<file path="src/rtl/pipe_hazard_ctrl.sv">
// Pipeline hazard controller: load-use stall, branch flush, data-memory wait with timeout halt.
// Optional stall-cycle counter is built only when HAZARD_STALL_CNT_EN is defined.
module pipe_hazard_ctrl #(
  parameter int unsigned TIMEOUT = 16
) (
  input  logic        clk,
  input  logic        nRst,
  input  logic        idExMemRead,
  input  logic [4:0]  idExRt,
  input  logic [4:0]  ifIdRs,
  input  logic [4:0]  ifIdRt,
  input  logic        branchTaken,
  input  logic        dmemReq,
  input  logic        dmemReady,
  output logic        pcWrite,
  output logic        ifIdWrite,
  output logic        idExWrite,
  output logic        exMemWrite,
  output logic        memWbWrite,
  output logic        ifIdFlush,
  output logic        idExFlush,
  output logic        halted,
  output logic [1:0]  state,
  output logic [31:0] stallCnt
);

  typedef enum logic [1:0] {
    ST_RUN  = 2'b00,
    ST_WAIT = 2'b01,
    ST_HALT = 2'b10,
    ST_ILL  = 2'b11
  } state_t;

  localparam logic [7:0] TIMEOUT_C = 8'(TIMEOUT);

  state_t     state_r, state_nxt_s;
  logic [7:0] wait_cnt_r, wait_cnt_nxt_s;
  logic       halted_r, halted_nxt_s;
  logic       d_stall_s, load_use_s;
  logic       pc_we_s, ifid_we_s, idex_we_s, exmem_we_s, memwb_we_s;
  logic       ifid_fl_s, idex_fl_s;

  assign d_stall_s  = dmemReq & ~dmemReady;
  assign load_use_s = idExMemRead & (idExRt != 5'd0) &
                      ((idExRt == ifIdRs) | (idExRt == ifIdRt));

  // State, wait counter and sticky halt flag
  always_ff @(posedge clk or negedge nRst) begin
    if (!nRst) begin
      state_r    <= ST_RUN;
      wait_cnt_r <= 8'd0;
      halted_r   <= 1'b0;
    end else begin
      state_r    <= state_nxt_s;
      wait_cnt_r <= wait_cnt_nxt_s;
      halted_r   <= halted_nxt_s;
    end
  end

  // Next-state and Mealy enable/flush decode
  always_comb begin
    state_nxt_s    = state_r;
    wait_cnt_nxt_s = wait_cnt_r;
    halted_nxt_s   = halted_r;
    pc_we_s        = 1'b1;
    ifid_we_s      = 1'b1;
    idex_we_s      = 1'b1;
    exmem_we_s     = 1'b1;
    memwb_we_s     = 1'b1;
    ifid_fl_s      = 1'b0;
    idex_fl_s      = 1'b0;
    case (state_r)
      ST_RUN, ST_WAIT: begin
        if ((state_r == ST_RUN && d_stall_s) || (state_r == ST_WAIT && !dmemReady)) begin
          {pc_we_s, ifid_we_s, idex_we_s, exmem_we_s, memwb_we_s} = 5'b00000;
          if (state_r == ST_RUN) begin
            state_nxt_s    = ST_WAIT;
            wait_cnt_nxt_s = 8'd1;
          end else if (wait_cnt_r == TIMEOUT_C) begin
            state_nxt_s  = ST_HALT;
            halted_nxt_s = 1'b1;
          end else begin
            wait_cnt_nxt_s = wait_cnt_r + 8'd1;
          end
        end else begin
          // Release cycle out of a wait resolves hazards exactly like RUN
          state_nxt_s    = ST_RUN;
          wait_cnt_nxt_s = 8'd0;
          if (branchTaken) begin
            ifid_fl_s = 1'b1;
            idex_fl_s = 1'b1;
          end else if (load_use_s) begin
            pc_we_s   = 1'b0;
            ifid_we_s = 1'b0;
            idex_fl_s = 1'b1;
          end else begin
            pc_we_s   = 1'b1;
          end
        end
      end
      ST_HALT: begin
        {pc_we_s, ifid_we_s, idex_we_s, exmem_we_s, memwb_we_s} = 5'b00000;
      end
      default: begin
        {pc_we_s, ifid_we_s, idex_we_s, exmem_we_s, memwb_we_s} = 5'b00000;
        state_nxt_s    = ST_RUN;
        wait_cnt_nxt_s = 8'd0;
      end
    endcase
  end

  assign pcWrite    = nRst & pc_we_s;
  assign ifIdWrite  = nRst & ifid_we_s;
  assign idExWrite  = nRst & idex_we_s;
  assign exMemWrite = nRst & exmem_we_s;
  assign memWbWrite = nRst & memwb_we_s;
  assign ifIdFlush  = nRst & ifid_fl_s;
  assign idExFlush  = nRst & idex_fl_s;
  assign halted     = halted_r;
  assign state      = state_r;

`ifdef HAZARD_STALL_CNT_EN
  logic [31:0] stall_cnt_r;

  // Saturating count of cycles in which the PC is held
  always_ff @(posedge clk or negedge nRst) begin
    if (!nRst) begin
      stall_cnt_r <= 32'd0;
    end else if (!pcWrite && (stall_cnt_r != 32'hFFFF_FFFF)) begin
      stall_cnt_r <= stall_cnt_r + 32'd1;
    end else begin
      stall_cnt_r <= stall_cnt_r;
    end
  end

  assign stallCnt = stall_cnt_r;
`else
  assign stallCnt = 32'd0;
`endif

endmodule

</file>
<file path="config.mk">
export PLATFORM = sky130hd
export DESIGN_NAME = pipe_hazard_ctrl
export DESIGN_NICKNAME = d
export VERILOG_FILES = /design/src/rtl/pipe_hazard_ctrl.sv
export SDC_FILE = /design/constraint.sdc
export NUM_CORES = 1
export LEC_CHECK = 0
export CAP_MARGIN = 20
export CORE_MARGIN = 1
export CORE_UTILIZATION = 40
export CTS_CLUSTER_SIZE = 16
export DETAILED_ROUTE_END_ITERATION = 6
export PLACE_DENSITY = 0.92
export SLEW_MARGIN = 20
export SYNTH_ARGS = -nofsm -noshare
export SYNTH_HDL_FRONTEND = slang
export SYNTH_SLANG_ARGS = --single-unit
</file>
<file path="constraint.sdc">
create_clock -name clk -period 3.32 [get_ports clk]
set_input_delay 0.332 -clock clk [delete_from_list [all_inputs] [get_ports clk]]
set_output_delay 0.332 -clock clk [all_outputs]
set_load 0.1 [all_outputs]
</file>
==> results of run 1 <==
power breakdown:
group	internal [mW]	switching (mW)	leakage (nW)	total, mW
combinational	0.0481	0.235	0.400	0.283
sequential	0.136	0.00377	0.151	0.140
clock	0.0466	0.0496	0.0150	0.0962
total	0.231	0.289	0.566	0.520
layout make-up:
type	count	share of cell area
clock buffers	4	0.0215
multi-input cells	98	0.472
inverters	5	0.0154
flip-flops and latches	11	0.225
repair buffers	31	0.237
well taps	28	0.0287
cells in the mapped netlist, drive strengths merged:
cell type,count,share of area
nand2,7,0.026
or3,3,0.021
o21ai,8,0.039
or3b,1,0.0086
buf,36,0.27
o22ai,1,0.0061
a41o,2,0.021
dfrtp,11,0.27
nor4,1,0.0061
a31o,1,0.0086
inv,5,0.018
conb,1,0.0037
nand4,1,0.0061
nor2,5,0.018
or4b,1,0.0098
a21oi,4,0.020
o21a,2,0.015
or4,1,0.0074
nor2b,2,0.012
nor3b,1,0.0074
nand3,4,0.020
nand3b,1,0.0074
ha,2,0.025
nor4b,2,0.023
and4,1,0.0098
xnor2,10,0.086
nor3,1,0.0049
a31oi,2,0.012
a21bo,1,0.0098
a22o,1,0.0098
metrics by stage:
| step | setup WS [ns] | utilization | hold slack [ns] | instance area [µm²] |
|---|---|---|---|---|
| floorplan | 0.353 | - | 0.0364 | 1140 |
| global placement | 0.955 | 0.521 | 0.451 | 1200 |
| detailed placement | 0.897 | 0.521 | 0.482 | 1200 |
| CTS | 0.897 | 0.532 | 0.347 | 1220 |
| global route | 0.845 | 0.532 | 0.354 | 1220 |
| finish | 0.900 | 0.532 | 0.343 | 1220 |
sequential cells by signal, summed over array words and instances (netlist names):
signal	count
halted	1
state	2
wait_cnt_r	8
worst max-delay path: cells and delay by family:
family	cells	cell delay (ns)
simple gates	1	0.54
buf+inv	2	0.78
compound gates	2	0.43
per-layer routing:
metal	global-route usage	wire length, µm	vias up
met5	0	0	-
met4	0.0789	35	0
met3	0.0174	51	4
met2	0.278	1100	25
met1	0.191	785	376
li1	-	-	410
kinds of logic (layout without fill, tap and decap cells):
logic type,Yosys count,after routing
xor+xnor,10,10
simple gates,32,32
fa+ha+maj,2,2
buf+inv,41,40
flops,11,11
other cells,1,32
compound gates,22,22
final timing paths:
check / start / slack [ns] / to / cells past startpoint
hold reg to reg: halted / 0.50 / halted / 1
setup / recovery: idExRt[1] / 0.90 / ifIdWrite / 5
max in group asynchronous: nRst / 2.83 / state[0] / 2
hold / removal: nRst / 0.34 / wait_cnt_r[5] / 2
min in group clk: halted / 0.50 / halted / 1
setup reg to reg: wait_cnt_r[0] / 1.38 / wait_cnt_r[4] / 6
==> out/qor.yml, run 1 <==
hold_class: "in2async"
first_pass_iters: 4
layout_commonest_cell: "conb_1"
cpMaxStageDelayCell: "or4_1"
setup_violations: 0
drcViolationCount: 0
fillers: 207
ys_seq_elements: 11
synth.avg_cell_area_um2: 8.57
dp_hpwl_um: 1670
netlist_instances: 119
synth.cell_area_um2: 1020
vias_per_cell: 4.60
area_growth_pct: 19.9
critPathLaunchType: "input port"
die_area_um2: 2760
slowest_delay_ns: 0.54
core_um2: 2300
hold_violations: 0
regArea_um2: 275
synth_simple_gate_area_share: 0.188
post_cts_buffers: 0
crit_type: "in2out"
maxSlewHeadroom: 0.348
die_h_um: 52.5
maxSlewViolCount: 0
antenna_found_initial: 0
synth_compound_gate_area_share: 0.141
synth.area.mux_share: 0
yosys.cell_types.count: 34
ctsHoldBuffers: 0
wire_per_inst_um: 11.1
dr.first_iter.drc_count: 12
dp.cells: 173
synth_top_family_by_area: "buffers and inverters"
vdd_drop_max_uv: 205
cts_tree: "yes"
power.total_uw: 520
end_kind: "primary output"
htreeDepth: 1
grt_pass1_wl_um: 3260
fin_crit_ns: 2.42
cts_resized: 0
grt_max_degree: 14
grt_pass1_vias: 758
start_util: 0.444
drv_cap: 0
synthXorXnorAreaFrac: 0.0859
critPathRequiredTime_ns: 2.99
crit_path_max_fanout: 3
ant_nets: 0
mostFrequentLayoutCells: "conb_1 (32), clkdlybuf4s50_1 (23), dfrtp_1 (11)"
synth_fa_ha_area_frac: 0.0245
final_net_count: 173
cts.clk_slew.worst_paths_ns: 0.07
ios: 63
n_antenna_cell: 0
fin_crit_sh: 0.729
numPortBuffers: 30
crit_chain: "clkdlybuf4s50_1, or4_1, o21a_1, a31oi_2, buf_4"
rsz0062_at_grt: "no"
status: "completed"
skew_ns: 0.000820
cts_buffer_depth: 2
multi_input_area_um2: 577
powerDensity_nw_per_um2: 425
clkLatencyLatePin_ns: 0.27
cts_sinks: 11
timing.fmax_mhz: 413
critical_path_arrival_ns: 2.09
grt_usage: 0.160
tightest_slew_ns: 0.974
wl_um: 1970
p_leak_nw: 0.566
place_congestion: 0.799
synth-seq-area-share: 0.270
synthesis.yosys.warnings: 0
die_width_um: 52.5
fp-row-count: 17
final_cells: 177
fin_tns_setup_ns: 0
drive_gt1_frac: 0.134
via_count: 815
cts_buffers: 3
overflow: 0
root_buffer: "clkbuf_4"
No activity file was read; power rests on OpenSTA's default activity.
==> run 2, diff against run 1 <==
--- a/config.mk
+++ b/config.mk
@@ -7,10 +7,10 @@
 export LEC_CHECK = 0
 export CAP_MARGIN = 20
 export CORE_MARGIN = 1
-export CORE_UTILIZATION = 40
+export CORE_UTILIZATION = 37
 export CTS_CLUSTER_SIZE = 16
 export DETAILED_ROUTE_END_ITERATION = 6
-export PLACE_DENSITY = 0.92
+export PLACE_DENSITY = 0.86
 export SLEW_MARGIN = 20
 export SYNTH_ARGS = -nofsm -noshare
 export SYNTH_HDL_FRONTEND = slang
==> constraint.sdc (replaced) <==
create_clock -name clk -period 2.4 [get_ports clk]
set_input_delay 0.24 -clock clk [delete_from_list [all_inputs] [get_ports clk]]
set_output_delay 0.24 -clock clk [all_outputs]
set_load 0.1 [all_outputs]
==> out/qor.yml, run 2 (synthesized netlist as in run 1, its figures left out) <==
die_area_um2: 2970  # +7.8%
ant_nets: 0  # unchanged
power.internal_uw: 342  # +48%
area_growth_pct: 30.4
drcViolationCount: 0  # unchanged
timing.fmax_mhz: 446
hold_class: "in2async"
fp-row-count: 18  # +1
post_cts_buffers: 0  # unchanged
sw_frac_of_total: 0.538  # -0.0171
fin_tns_setup_ns: 0  # unchanged
layout_commonest_cell: "conb_1"
grt_usage: 0.145  # -0.0149
antenna_found_initial: 0  # unchanged
fin_crit_sh: 0.934
critPathLaunchType: "input port"
n_antenna_cell: 0  # unchanged
cts.clk_slew.worst_paths_ns: 0.07  # about the same
via_count: 832  # +2.1%
maxSlewViolCount: 0  # unchanged
crit_path_max_fanout: 3  # unchanged
die_width_um: 54.5  # +3.8%
wire_per_inst_um: 12.0  # +8.1%
fin_crit_ns: 2.24
crit_type: "in2out"
critPathRequiredTime_ns: 2.16  # -0.83 ns
final_cells: 179  # +1.1%
wl_um: 2150  # +9.3%
clkPwrFrac: 0.167  # -0.018
dp_hpwl_um: 1840  # +10%
critical_path_arrival_ns: 2.00  # -0.09 ns
drv_cap: 0  # unchanged
numPortBuffers: 30  # unchanged
core_um2: 2540  # +11%
grt_pass1_vias: 719  # -5.1%
skew_ns: 0.00310  # +0.00228 ns
combinationalPowerShare: 0.571  # +0.026
largest_reg_flops: 8  # unchanged
cts_sinks: 11  # unchanged
grt_max_degree: 14  # unchanged
cts_buffer_depth: 2  # unchanged
status: "completed"
htreeDepth: 1  # unchanged
top_register: "wait_cnt_r"
hold_violations: 0  # unchanged
power.switching_uw: 398  # +38%
tightest_slew_ns: 0.519  # -0.455 ns
maxSlewHeadroom: 0.651  # +0.303
mostFrequentLayoutCells: "conb_1 (32), clkdlybuf4s50_1 (20), xnor2_1 (10)"
place_congestion: 0.828  # +3.6%
p_leak_nw: 0.598  # +5.6%
clkLatencyLatePin_ns: 0.27  # about the same
final_net_count: 173  # unchanged
ctsHoldBuffers: 0  # unchanged
cts_tree: "yes"
dr.first_iter.drc_count: 18  # +6
dp.cells: 175  # +1.2%
first_pass_iters: 4  # unchanged
grt_pass1_wl_um: 2950  # -9.3%
overflow: 0  # unchanged
end_kind: "primary output"
drive_gt1_frac: 0.174  # +0.0403
vdd_drop_max_uv: 350  # +71%
pwr-share-seq: 0.262  # -0.008
cts_resized: 0  # unchanged
cts_buffers: 3  # unchanged
start_util: 0.401  # -0.0432
powerDensity_nw_per_um2: 556  # +31%
ios: 63  # unchanged
fillers: 240  # +16%
rsz0062_at_grt: "no"
die_h_um: 54.5  # +3.8%
setup_violations: 0  # unchanged
root_buffer: "clkbuf_4"
vias_per_cell: 4.65  # +0.95%
run 2: changes by cell type in the layout (fill, tap and decap cells not counted), moves of 2 or more:
cell             change
dfrtp_2              +2
clkdlybuf4s50_1      -3
buf_12               +7
dfrtp_1              -2
buf_4                -4
run 2: critical path, cell delays in order:
cell,delay (ns)
clkdlybuf4s50_1,0.47
or4_1,0.56
o21a_1,0.24
a31oi_4,0.27
buf_12,0.21
run 2: path summary, 6_finish.rpt:
path / start / to / slack, ns / depth (start not counted)
min in group clk: halted / halted / 0.47 / 1
max in group asynchronous: nRst / state[1] / 1.92 / 2
worst max register to register: wait_cnt_r[0] / wait_cnt_r[5] / 0.44 / 6
worst min-delay path: nRst / wait_cnt_r[0] / 0.32 / 2
worst min register to register: halted / halted / 0.47 / 1
worst max-delay path: idExRt[1] / ifIdWrite / 0.16 / 5
run 2: power by group through the flow:
| stage | logic, mW | registers [mW] | clock network [mW] |
|---|---|---|---|
| final | 0.423 | 0.194 | 0.123 |
| after global routing | 0.436 | 0.195 | 0.135 |
| after CTS | 0.423 | 0.194 | 0.127 |
| after detailed placement | 0.422 | 0.197 | 0 |
| after global placement | 0.417 | 0.197 | 0 |
| after floorplan | 0.369 | 0.205 | 0 |
run 2: final cells by class:
class	count	area, µm²	area share
Inverter	5	18.8	0.0141
Timing Repair Buffer	31	370	0.278
Multi-Input combinational cell	98	599	0.451
Clock buffer	4	26.3	0.0198
Sequential cell	11	278	0.209
Tap cell	30	37.5	0.0282
run 2: through the flow:
stage	total power, mW	instance area, µm²	setup WS [ns]	hold WS (ns)	util
after detailed placement	0.620	1300	0.150	0.463	0.512
after floorplan	0.574	1170	0.118	-0.0556	-
after CTS	0.744	1330	0.145	0.329	0.523
after global placement	0.615	1300	0.217	0.464	0.512
after global routing	0.765	1330	0.132	0.324	0.523
final	0.740	1330	0.158	0.320	0.523
run 2: metal layers:
metal | track usage | vias to the layer above | share of wire
met5 | 0 | - | 0
met2 | 0.264 | 30 | 0.57
met1 | 0.151 | 392 | 0.36
li1 | - | 404 | -
met3 | 0.0167 | 6 | 0.038
met4 | 0.103 | 0 | 0.032
==> run 3, diff against run 2 <==
--- a/config.mk
+++ b/config.mk
@@ -7,10 +7,11 @@
 export LEC_CHECK = 0
 export CAP_MARGIN = 20
 export CORE_MARGIN = 1
-export CORE_UTILIZATION = 37
+export CORE_UTILIZATION = 33
 export CTS_CLUSTER_SIZE = 16
 export DETAILED_ROUTE_END_ITERATION = 6
-export PLACE_DENSITY = 0.86
+export GPL_ROUTABILITY_DRIVEN = 0
+export PLACE_DENSITY = 0.82
 export SLEW_MARGIN = 20
 export SYNTH_ARGS = -nofsm -noshare
 export SYNTH_HDL_FRONTEND = slang
==> constraint.sdc (replaced) <==
create_clock -name clk -period 2 [get_ports clk]
set_input_delay 0.2 -clock clk [delete_from_list [all_inputs] [get_ports clk]]
set_output_delay 0.2 -clock clk [all_outputs]
set_load 0.1 [all_outputs]
==> out/qor.yml, run 3 (synthesized netlist as in run 1, its figures left out) <==
status: "finished with violations"
violations: "design-rule violations"
crit_type: "in2out"
fp-row-count: 19  # +1
hold_slack_ns: 0.284  # -0.0357 ns
powerDensity_nw_per_um2: 645  # +16%
hold_violations: 0  # unchanged
hold_class: "in2async"
mostFrequentLayoutCells: "conb_1 (32), clkdlybuf4s50_1 (16), xnor2_1 (10), buf_4 (10), dfrtp_1 (9)"
ctsHoldBuffers: 0  # unchanged
vdd_drop_max_uv: 250  # -29%
cts_buffer_depth: 2  # unchanged
dp_hpwl_um: 1770  # -3.8%
layout_commonest_cell: "conb_1"
dp.cells: 182  # +4.0%
cts_buffers: 3  # unchanged
top_register: "wait_cnt_r"
fin_ws_ns: 0.121  # -0.0371 ns
ant_nets: 0  # unchanged
setup_violations: 0  # unchanged
critPathLaunchType: "input port"
cts_tree: "yes"
final_net_count: 179  # +3.5%
fin_crit_sh: 0.940
r2r_slack_ns: 0.13  # -0.31 ns
critical_path_arrival_ns: 1.68  # -0.32 ns
maxSlewViolCount: 0  # unchanged
wl_um: 2020  # -6.3%
design_area_um2: 1380  # +4.0%
vias_per_cell: 4.50  # -3.2%
first_pass_iters: 5  # +1
die_h_um: 57.6  # +5.7%
endpoint: "ifIdWrite"
die_width_um: 57.6  # +5.7%
grt_max_degree: 14  # unchanged
overflow: 0  # unchanged
fin_crit_ns: 1.88
numPortBuffers: 30  # unchanged
r2r_end: "wait_cnt_r[4]"
final_cells: 186  # +3.9%
skew_ns: 0.00586  # +0.00276 ns
drcViolationCount: 2  # +2
critPathRequiredTime_ns: 1.80  # -0.36 ns
critical_path.startpoint: "idExRt[3]"
core_um2: 2850  # +12%
crit_path_max_fanout: 2  # -1
dpl_cell_area_um2: 1360  # +4.4%
htreeDepth: 1  # unchanged
die_area_um2: 3320  # +12%
fillers: 272  # +13%
antenna_found_initial: 0  # unchanged
r2r_cells: 6  # unchanged
cts.clk_slew.worst_paths_ns: 0.07  # about the same
area_growth_pct: 35.7
grt_pass1_wl_um: 3150  # +6.5%
p_leak_nw: 0.631  # +5.5%
dr.first_iter.drc_count: 12  # -6
drv_cap: 0  # unchanged
end_kind: "primary output"
drive_gt1_frac: 0.226  # +0.0513
root_buffer: "clkbuf_4"
wire_per_inst_um: 10.8  # -9.8%
grt_pass1_vias: 729  # +1.4%
timing.fmax_mhz: 532
cts_sinks: 11  # unchanged
dp_slack_ns: -0.00500  # -0.155 ns
largest_reg_flops: 8  # unchanged
start_util: 0.357  # -0.0432
grt_usage: 0.127  # -0.0177
rsz0062_at_grt: "no"
timing.rr.start: "wait_cnt_r[0]"
via_count: 837  # +0.60%
clkLatencyLatePin_ns: 0.27  # about the same
ios: 63  # unchanged
n_antenna_cell: 0  # unchanged
[run 3: routing by layer]
layer  GRT usage  vias up  share of wire
met5           0        -              0
met4      0.0314        0         0.0089
met3      0.0340        2          0.035
met2       0.238       24           0.59
met1       0.140      395           0.37
li1            -      416              -
[run 3: metrics by stage]
step / TNS (ns) / total power, mW / utilization
floorplan: -0.0451 / 0.695 / -
global placement: 0 / 0.751 / 0.477
detailed placement: -0.00863 / 0.753 / 0.477
CTS: 0 / 0.901 / 0.485
global route: 0 / 0.928 / 0.485
finish: 0 / 0.893 / 0.485
[run 3: worst min path at each step]
stage | from | endpoint | slack, ns
floorplan | nRst | halted | -0.1
global placement | halted | halted | 0.46
detailed placement | halted | halted | 0.46
CTS | nRst | wait_cnt_r[6] | 0.29
global route | nRst | wait_cnt_r[6] | 0.29
finish | nRst | wait_cnt_r[6] | 0.28
[run 3: cell type report]
cell class	instances	area, µm²	area share
Inverter	5	18.8	0.0136
Timing Repair Buffer	37	410	0.297
Multi-Input combinational cell	98	607	0.439
Clock buffer	4	26.3	0.0190
Sequential cell	11	283	0.204
Tap cell	31	38.8	0.0280
[run 3: power breakdown]
part / internal, mW / switching [mW]
logic: 0.112 / 0.401
clock network: 0.0771 / 0.0697
registers: 0.228 / 0.00557
[run 3: what timing repair did]
item	4_1_cts	5_1_grt
cloned	0	0
endpoints found under the setup margin	2	2
gates resized for setup	4	1
pin swaps	3	0
endpoints found under the hold margin	0	0
buffers inserted	0	0
[run 3: worst max-delay path, stage by stage]
cell and delay [ns]:
dlygate4sd2_1 0.24, or4_1 0.52, o21a_1 0.25, a31oi_4 0.27
buf_12 0.21
